<file path="src/rtl/cdb_arbiter.sv">
// -----------------------------------------------------------------------------
// cdb_arbiter
//
// Shares the common data bus (CDB) between the three result producers of the
// out-of-order core: ALU (source 0), branch unit (source 1) and load/store
// buffer (source 2). Each producer pushes {tag, data} into a private 2-entry
// FIFO. A round-robin arbiter drains one result per cycle into a registered
// CDB broadcast. A synchronous flush discards every queued and outgoing result.
//
// Optional feature (compile-time macro CDB_ARB_BYPASS_EN):
//   When defined, a source whose FIFO is empty and which presents a valid,
//   non-zero-tag, accepted push is eligible in the same cycle. If it wins, the
//   input is loaded straight into the output register and is not queued.
//   When undefined, every result spends at least one cycle in its FIFO.
//
// Parameters:
//   TAG_WIDTH   ROB tag width; tag 0 is the free tag and is never broadcast
//   DATA_WIDTH  result data width
//
// Ports:
//   clk, rst                      clock (rising edge), async active-high reset
//   flush                         synchronous discard of all in-flight results
//   alu_/br_/ls_valid,tag,data    producer push request
//   alu_/br_/ls_ready             producer may push this cycle (combinational)
//   cdb_valid, cdb_tag, cdb_data  registered broadcast
//   cdb_src                       registered winning source (0 ALU, 1 BR, 2 LS)
// -----------------------------------------------------------------------------
module cdb_arbiter #(
    parameter int unsigned TAG_WIDTH  = 4,
    parameter int unsigned DATA_WIDTH = 32
) (
    input  logic                  clk,
    input  logic                  rst,
    input  logic                  flush,

    input  logic                  alu_valid,
    input  logic [TAG_WIDTH-1:0]  alu_tag,
    input  logic [DATA_WIDTH-1:0] alu_data,
    output logic                  alu_ready,

    input  logic                  br_valid,
    input  logic [TAG_WIDTH-1:0]  br_tag,
    input  logic [DATA_WIDTH-1:0] br_data,
    output logic                  br_ready,

    input  logic                  ls_valid,
    input  logic [TAG_WIDTH-1:0]  ls_tag,
    input  logic [DATA_WIDTH-1:0] ls_data,
    output logic                  ls_ready,

    output logic                  cdb_valid,
    output logic [TAG_WIDTH-1:0]  cdb_tag,
    output logic [DATA_WIDTH-1:0] cdb_data,
    output logic [1:0]            cdb_src
);

    localparam int unsigned NUM_SRC = 3;
    localparam int unsigned DEPTH   = 2;

    // ------------------------------------------------------------------
    // Source vectors, indexed 0 ALU, 1 branch, 2 LSBuf
    // ------------------------------------------------------------------
    logic [NUM_SRC-1:0]    in_valid;
    logic [TAG_WIDTH-1:0]  in_tag  [NUM_SRC];
    logic [DATA_WIDTH-1:0] in_data [NUM_SRC];

    assign in_valid   = {ls_valid, br_valid, alu_valid};
    assign in_tag[0]  = alu_tag;
    assign in_tag[1]  = br_tag;
    assign in_tag[2]  = ls_tag;
    assign in_data[0] = alu_data;
    assign in_data[1] = br_data;
    assign in_data[2] = ls_data;

    // ------------------------------------------------------------------
    // State
    // ------------------------------------------------------------------
    logic [TAG_WIDTH-1:0]  fifo_tag_q  [NUM_SRC][DEPTH];
    logic [TAG_WIDTH-1:0]  fifo_tag_d  [NUM_SRC][DEPTH];
    logic [DATA_WIDTH-1:0] fifo_data_q [NUM_SRC][DEPTH];
    logic [DATA_WIDTH-1:0] fifo_data_d [NUM_SRC][DEPTH];
    logic [1:0]            count_q     [NUM_SRC];
    logic [1:0]            count_d     [NUM_SRC];
    logic [NUM_SRC-1:0]    wr_ptr_q, wr_ptr_d;
    logic [NUM_SRC-1:0]    rd_ptr_q, rd_ptr_d;

    logic [1:0]            rr_ptr_q, rr_ptr_d;

    logic                  cdb_valid_q, cdb_valid_d;
    logic [TAG_WIDTH-1:0]  cdb_tag_q,   cdb_tag_d;
    logic [DATA_WIDTH-1:0] cdb_data_q,  cdb_data_d;
    logic [1:0]            cdb_src_q,   cdb_src_d;

    // ------------------------------------------------------------------
    // Combinational intermediates
    // ------------------------------------------------------------------
    logic [NUM_SRC-1:0]    src_ready;
    logic [NUM_SRC-1:0]    push_req;   // accepted push carrying a real tag
    logic [NUM_SRC-1:0]    eligible;
    logic [NUM_SRC-1:0]    push_en;
    logic [NUM_SRC-1:0]    pop_en;
    logic [1:0]            rr_eff;
    logic                  win_valid;
    logic [1:0]            win_idx;
    logic                  win_bypass;
    logic [TAG_WIDTH-1:0]  sel_tag;
    logic [DATA_WIDTH-1:0] sel_data;

    function automatic logic [1:0] next3(input logic [1:0] v);
        return (v >= 2'd2) ? 2'd0 : v + 2'd1;
    endfunction

    // Ready is not credited by a same-cycle pop: a full FIFO stays closed.
    always_comb begin
        src_ready = '0;
        push_req  = '0;
        eligible  = '0;
        for (int unsigned i = 0; i < NUM_SRC; i++) begin
            src_ready[i] = (count_q[i] < 2'd2) && !flush;
            // Tag-0 pushes are handshaken but dropped on the floor.
            push_req[i]  = in_valid[i] && src_ready[i] && (in_tag[i] != '0);
`ifdef CDB_ARB_BYPASS_EN
            eligible[i]  = (count_q[i] != 2'd0) || push_req[i];
`else
            eligible[i]  = (count_q[i] != 2'd0);
`endif
        end
    end

    assign alu_ready = src_ready[0];
    assign br_ready  = src_ready[1];
    assign ls_ready  = src_ready[2];

    // Round-robin search starting at rr_ptr; an illegal pointer of 3 is
    // treated as 0.
    assign rr_eff = (rr_ptr_q == 2'd3) ? 2'd0 : rr_ptr_q;

    always_comb begin
        logic [1:0] cand;
        win_valid = 1'b0;
        win_idx   = '0;
        cand      = rr_eff;
        for (int unsigned n = 0; n < NUM_SRC; n++) begin
            if (!win_valid && !flush && eligible[cand]) begin
                win_valid = 1'b1;
                win_idx   = cand;
            end
            cand = next3(cand);
        end
    end

    // A winner with an empty FIFO can only be a same-cycle bypass candidate.
    assign win_bypass = win_valid && (count_q[win_idx] == 2'd0);

    always_comb begin
        sel_tag  = '0;
        sel_data = '0;
        if (win_bypass) begin
            sel_tag  = in_tag[win_idx];
            sel_data = in_data[win_idx];
        end else begin
            sel_tag  = fifo_tag_q[win_idx][rd_ptr_q[win_idx]];
            sel_data = fifo_data_q[win_idx][rd_ptr_q[win_idx]];
        end
    end

    always_comb begin
        push_en = '0;
        pop_en  = '0;
        for (int unsigned i = 0; i < NUM_SRC; i++) begin
            pop_en[i]  = win_valid && !win_bypass && (win_idx == i[1:0]);
            push_en[i] = push_req[i] && !(win_bypass && (win_idx == i[1:0]));
        end
    end

    // ------------------------------------------------------------------
    // FIFO next state. Push writes at wr_ptr while pop advances rd_ptr, so
    // a count-1 FIFO hands out its old head and the new entry becomes head.
    // ------------------------------------------------------------------
    always_comb begin
        fifo_tag_d  = fifo_tag_q;
        fifo_data_d = fifo_data_q;
        count_d     = count_q;
        wr_ptr_d    = wr_ptr_q;
        rd_ptr_d    = rd_ptr_q;
        for (int unsigned i = 0; i < NUM_SRC; i++) begin
            if (flush) begin
                count_d[i]  = '0;
                wr_ptr_d[i] = 1'b0;
                rd_ptr_d[i] = 1'b0;
            end else begin
                if (push_en[i]) begin
                    fifo_tag_d[i][wr_ptr_q[i]]  = in_tag[i];
                    fifo_data_d[i][wr_ptr_q[i]] = in_data[i];
                    wr_ptr_d[i]                 = ~wr_ptr_q[i];
                end
                if (pop_en[i]) begin
                    rd_ptr_d[i] = ~rd_ptr_q[i];
                end
                case ({push_en[i], pop_en[i]})
                    2'b10:   count_d[i] = count_q[i] + 2'd1;
                    2'b01:   count_d[i] = count_q[i] - 2'd1;
                    default: count_d[i] = count_q[i];
                endcase
            end
        end
    end

    // ------------------------------------------------------------------
    // Output register and round-robin pointer. Without a winner (including
    // flush) the tag/data/src fields hold and only valid drops.
    // ------------------------------------------------------------------
    always_comb begin
        cdb_valid_d = win_valid;
        cdb_tag_d   = cdb_tag_q;
        cdb_data_d  = cdb_data_q;
        cdb_src_d   = cdb_src_q;
        rr_ptr_d    = rr_eff;
        if (win_valid) begin
            cdb_tag_d  = sel_tag;
            cdb_data_d = sel_data;
            cdb_src_d  = win_idx;
            rr_ptr_d   = next3(win_idx);
        end
    end

    always_ff @(posedge clk or posedge rst) begin
        if (rst) begin
            fifo_tag_q  <= '{default: '0};
            fifo_data_q <= '{default: '0};
            count_q     <= '{default: '0};
            wr_ptr_q    <= '0;
            rd_ptr_q    <= '0;
            rr_ptr_q    <= '0;
            cdb_valid_q <= 1'b0;
            cdb_tag_q   <= '0;
            cdb_data_q  <= '0;
            cdb_src_q   <= '0;
        end else begin
            fifo_tag_q  <= fifo_tag_d;
            fifo_data_q <= fifo_data_d;
            count_q     <= count_d;
            wr_ptr_q    <= wr_ptr_d;
            rd_ptr_q    <= rd_ptr_d;
            rr_ptr_q    <= rr_ptr_d;
            cdb_valid_q <= cdb_valid_d;
            cdb_tag_q   <= cdb_tag_d;
            cdb_data_q  <= cdb_data_d;
            cdb_src_q   <= cdb_src_d;
        end
    end

    assign cdb_valid = cdb_valid_q;
    assign cdb_tag   = cdb_tag_q;
    assign cdb_data  = cdb_data_q;
    assign cdb_src   = cdb_src_q;

endmodule
</file>
<file path="config.mk">
export PLATFORM = sky130hd
export DESIGN_NAME = cdb_arbiter
export DESIGN_NICKNAME = d
export VERILOG_FILES = /design/src/rtl/cdb_arbiter.sv
export SDC_FILE = /design/constraint.sdc
export NUM_CORES = 1
export LEC_CHECK = 0
export BUFFER_PORTS_ARGS = -buffer_cell sky130_fd_sc_hd__buf_2
export CORE_AREA = 4 4 142 212
export CTS_CLUSTER_SIZE = 14
export DETAILED_ROUTE_END_ITERATION = 8
export DIE_AREA = 0 0 146 216
export GPL_TIMING_DRIVEN = 0
export PLACE_DENSITY = 0.61
export SYNTH_ARGS = -nofsm -noshare
export SYNTH_HDL_FRONTEND = slang
export SYNTH_SLANG_ARGS = --single-unit
</file>
<file path="constraint.sdc">
create_clock -name clk -period 8.5 [get_ports clk]
set_input_delay 0.85 -clock clk [delete_from_list [all_inputs] [get_ports clk]]
set_output_delay 0.85 -clock clk [all_outputs]
set_load 0.05 [all_outputs]
</file>
# After elaboration in Yosys (flattened, before gate mapping)
# Index checks and enable logic that the tools add are counted.
# word_totals
ff_bits	269
input_bits	114
out_inout_bits	42
wordCells	207
# classes
add_sub_neg	9
magnitude_cmp	18
eq_ne	9
mux	78
n_bitwise	12
n_reduce_logical	55
# op_table
cell	n
$mux 32	9
$bwmux 64	3
$bmux 64 s2	1
$mux 64	2
$demux 32 s1	3
$bmux 32 s2	1
$mux 4	9
$logic_and 1x1->1	28
$mux 2	13
$bwmux 8	3
$mux 1	19
$reduce_bool 2->1	9
$bmux 8 s2	1
$mux 8	2
$ge 2x2->1 const B	7
$add 2x1->2 const B	6
$demux 4 s1	3
$lt 2x3->1 const B	4
$pmux 2 s2	3
$reduce_bool 4->1	3
$eq 2x2->1 const B	5
$reduce_bool 3->1	3
$bmux 1 s2	4
$bmux 4 s2	1
other kinds (12)	39

# Depth between registers and ports, before layout
# depth
ltp_word	26
mapped_depth	14
ltp_nobuf	11

# Worst setup path before layout
# OpenSTA, ideal clock, no wires.
# synth_timing
path_kind	input to register
startpoint	input port flush
endpoint	register fifo_data_q[100] in the netlist's numbering
setup_time_ps	125
t_arrival_ps	3146
required_time_ps	8375
path_slack_ps	5229
stages	8
n_path_buf	2
path_cell_list	clkbuf_1 nor2_1 nand2_1 nor2_1 inv_1 nor2_1 buf_2 mux2_2
# synth_lines
item	line_no	source
from (decl)	34	input logic flush,
$logic_not 1->1	119	src_ready[i] = (count_q[i] < 2'd2) && !flush;
$logic_and 1x1->1	119	
net br_ready	44	output logic br_ready,
$logic_and 1x1->1 (2 in series)	121	push_req[i] = in_valid[i] && src_ready[i] && (in_tag[i] != '0);
$logic_and 1x1->1	172	push_en[i] = push_req[i] && !(win_bypass && (win_idx == i[1:0]));
$reduce_and 2->1 (no line)	-	
to (signal assigned)	241	fifo_data_q <= fifo_data_d;
to (decl)	80	logic [DATA_WIDTH-1:0] fifo_data_q [NUM_SRC][DEPTH];
# The timed path passes the listed nets, and every way through them passes these cells. The select of a mux whose other input is x is not followed.
# A chain may end at the register's enable or synchronous reset.

# Worst setup path after layout
# layout_timing
startpoint	register rr_ptr_q[0]
endpoint	register cdb_data_q[20], in the netlist cdb_data[20]
# layout_between
elab_chain_cells	22
# layout_rtl
item	line_no	source
from (decl)	87	logic [1:0] rr_ptr_q, rr_ptr_d;
from (signal assigned)	245	rr_ptr_q <= rr_ptr_d;
$eq 2x2->1	136	assign rr_eff = (rr_ptr_q == 2'd3) ? 2'd0 : rr_ptr_q;
$mux 2 (*)	136	
parallel branches: the longest is 20 deep, another holds $add 2x1->2	-	
to (signal assigned)	248	cdb_data_q <= cdb_data_d;
to (decl)	91	logic [DATA_WIDTH-1:0] cdb_data_q, cdb_data_d;
# Every way passes the cells marked *. The select of a mux whose other input is x is not followed.

==> results.cfg <==
[global_routing]
grt_overflow_total = 0
grtUsageTotal_pct = 20.7
grt_max_degree = 133
grt_pass1_vias = 8479
grt_pass1_wl_mm = 50.6
antenna_found_initial = 2

[sta]
grt_setup_unrepaired = false
tightest_slew_ns = 1.41
finalHoldViolCount = 0
setup_violations = 0
final_max_slew_viol_count = 0
finalCritPeriodShare_pct = 39.3
fmaxAchievable_ghz = 0.300
slew_headroom_pct = 5.68
min_period_ns = 3.34
skew_ns = 0.00707
setup_slack_ns = 5.16

[cells_and_area]
multi_input_area_sq_um = 4360
finish.instance_area_sq_um = 13600
drive_above_1_share_pct = 47.7
fillers = 2512
register_area_sq_um = 6730
syn_to_final_growth_pct = 19.0
diodes = 0
nNetsFinal = 1128

[logic_synthesis]
synthTopCellsByArea = dfrtp_1 59%, mux2_2 21%, a222oi_1 6.4%, a31o_2 1.9%, nor2_1 1.9%
avgSynthCellArea_sq_um = 13.9
synth_warnings = 0
netlist_area_sq_um = 11500
synth_cell_type_count = 42
synth-edff-count = 0
synth_flop_cell = dfrtp_1
syn_nets = 944
synth_top_cell_area_share_pct = 58.7
yosysSeqAreaShare_pct = 58.7
synthArstFlopShare_pct = 100
yosysTopAreaCell = dfrtp_1
ys_ff_latch = 269
netlist_instances = 827

[cts]
cts_root_buffer = clkbuf_16
clockBufferDepth = 3
holdBufCountCts = 0
cts_buffers = 26
ctsResizeCount = 0
clkSinkCount = 269
clk_latency_ns = 0.54
cts.clk_slew.worst_paths_ns = 0.07
cts_tree = done
postCtsSetupBuffers = 0
cts-htree-levels = 1

[floorplanning]
start_util_pct = 40.8
fp.dieW_um = 146
fp.dieArea_sq_um = 31500
placementRows = 75
core_sq_um = 28100
io_pins = 156
die_h_um = 216

[critical_path]
critPathCaptureType = flip-flop
cpPeakStageDelay_ns = 0.62
cp.required_ns = 8.96
timing.critical_path.mode_cell = clkbuf_1
crit_start = rr_ptr_q[0]
path_class = flip-flop to flip-flop
worst-path-stages = 11
reg2reg_from = rr_ptr_q[0]
reg2reg_setup_slack_ns = 5.16
arrival_ns = 3.80
worstSetupStartpointType = flip-flop
crit_family = buffers and inverters
path_buf_inv = 4
cp_cell_sequence = inv_1 > ha_1 > buf_6 > nor3b_1 > o21bai_1 > a211oi_1 > a311oi_1 > clkbuf_1 > clkbuf_1 > a222oi_1 > a21oi_1
crit_path_max_fanout = 10
ff2ff_path_depth = 11
critPathSlowestCell = clkbuf_1
r2r_end = cdb_data[20]
crit_end = cdb_data[20]

[drt]
route.met3.wl_mm = 1.74
wl_per_cell_um = 24.1
avgViaCountPerCell = 5.85
wl_met1_mm = 13.2
vias = 8062
drc = 0
drtAntennaViolNets = 0
drtIter0Drc = 718
wl_met2_mm = 17.2
dr.pass1.iters = 8
routed_wl_mm = 33.2
highest_layer = met5

[power_and_ir_drop]
powerDensity_nw_per_um2 = 426
leakagePower_nw = 6.16
ir_drop_uv = 199
report.power.total_mw = 5.81

[status]
status = finished, final reports clean

[placement]
port_buffers = 154
dp_hpwl_mm = 22.4
placed_cell_area_sq_um = 12700
dpl_worst_slack_ns = 4.78
gp_congestion = 0.773

[run]
max_cap_violations = 0

[worst_hold_path]
hp-class = input pin to asynchronous set/reset pin
[cell type report]
class	count	share of cell area (%)
tap	346	3.17
sequential	269	49.4
clock inverter	10	1.14
timing repair buffer	156	6.05
multi-input combinational	484	32.0
clock buffer	38	5.55
buffer	62	2.39
inverter	12	0.385
[routing by layer]
metal | GRT usage [%] | vias up
met5 | 0 | -
met4 | 7.16 | 4
li1 | - | 3515
met2 | 37.0 | 303
met1 | 25.4 | 4175
met3 | 3.08 | 65
[sequential cells by signal (all words and copies together), names as in the netlist]
register	flops
wr_ptr_q	3
cdb_data	32
count_q	6
rr_ptr_q	2
cdb_src	2
fifo_tag_q	24
rd_ptr_q	3
cdb_valid	1
fifo_data_q	192
cdb_tag	4
[synth_stat cells, types with 2 or more instances]
cell type / instances
dfrtp_1: 269
mux2_2: 216
a222oi_1: 73
nor2_1: 58
a21oi_1: 36
buf_2: 30
a31o_2: 25
clkbuf_1: 22
inv_1: 12
a31o_1: 11
nand2_1: 11
xnor2_1: 7
a21oi_2: 6
buf_6: 6
o21ai_0: 5
xor2_1: 4
a21o_1: 3
buf_4: 3
ha_1: 3
a41o_1: 2
nor2_2: 2
nor4_1: 2
or2_2: 2
[cells in the final DEF, fill, tap and decap left out, types with 4 or more instances in the layout]
cell type,n
dfrtp_1,269
xnor2_1,7
clkbuf_1,29
buf_2,184
inv_1,11
a31o_1,11
a222oi_1,73
clkbuf_16,27
nand2_1,11
xor2_1,4
clkbuf_8,4
clkinv_2,4
nor2_1,58
bufinv_16,4
a21oi_1,36
a31o_2,25
mux2_2,216
buf_6,6
o21ai_0,5
a21oi_2,6
[cell families (layout without fill, tap and decap cells)]
group           after synthesis  in the layout  share of synthesized area, %
buf+inv                      74            278                          3.24
flops                       269            269                          58.7
mux                         216            216                          21.2
compound gates              168            168                          12.4
xor+xnor                     11             11                         0.841
fa+ha+maj                     3              3                         0.328
simple gates                 86             86                          3.28
[power breakdown]
group / leakage (nW) / switching [mW] / internal (mW) / total [mW]
Sequential: 3.20 / 0.301 / 1.81 / 2.11
Clock: 0.442 / 0.500 / 0.739 / 1.24
Combinational: 2.51 / 1.49 / 0.973 / 2.46
[through the flow]
stage | hold WS [ns] | std cells | setup TNS, ns | util, %
6_report | 0.327 | 1377 | 0 | 48.6
5_1_grt | 0.353 | 1377 | 0 | 48.6
4_1_cts | 0.328 | 1377 | 0 | 48.6
3_5_place_dp | 0.465 | 1329 | 0 | 45.4
3_3_place_gp | 0.460 | 1327 | -759.76 | 45.1
2_1_floorplan | 0.478 | 827 | 0 | -
[worst min-delay path by stage]
stage                     from         endpoint  slack, ns  cells after the start
2_1_floorplan  fifo_data_q[64]  fifo_data_q[64]       0.48                      1
5_1_grt                    rst      rr_ptr_q[1]       0.35                      2
6_report                   rst      rr_ptr_q[1]       0.33                      2
3_3_place_gp        cdb_src[1]       cdb_src[1]       0.46                      1
3_5_place_dp        cdb_src[0]       cdb_src[0]       0.47                      1
4_1_cts                    rst      rr_ptr_q[1]       0.33                      2
(Power assumes the default switching activity.)
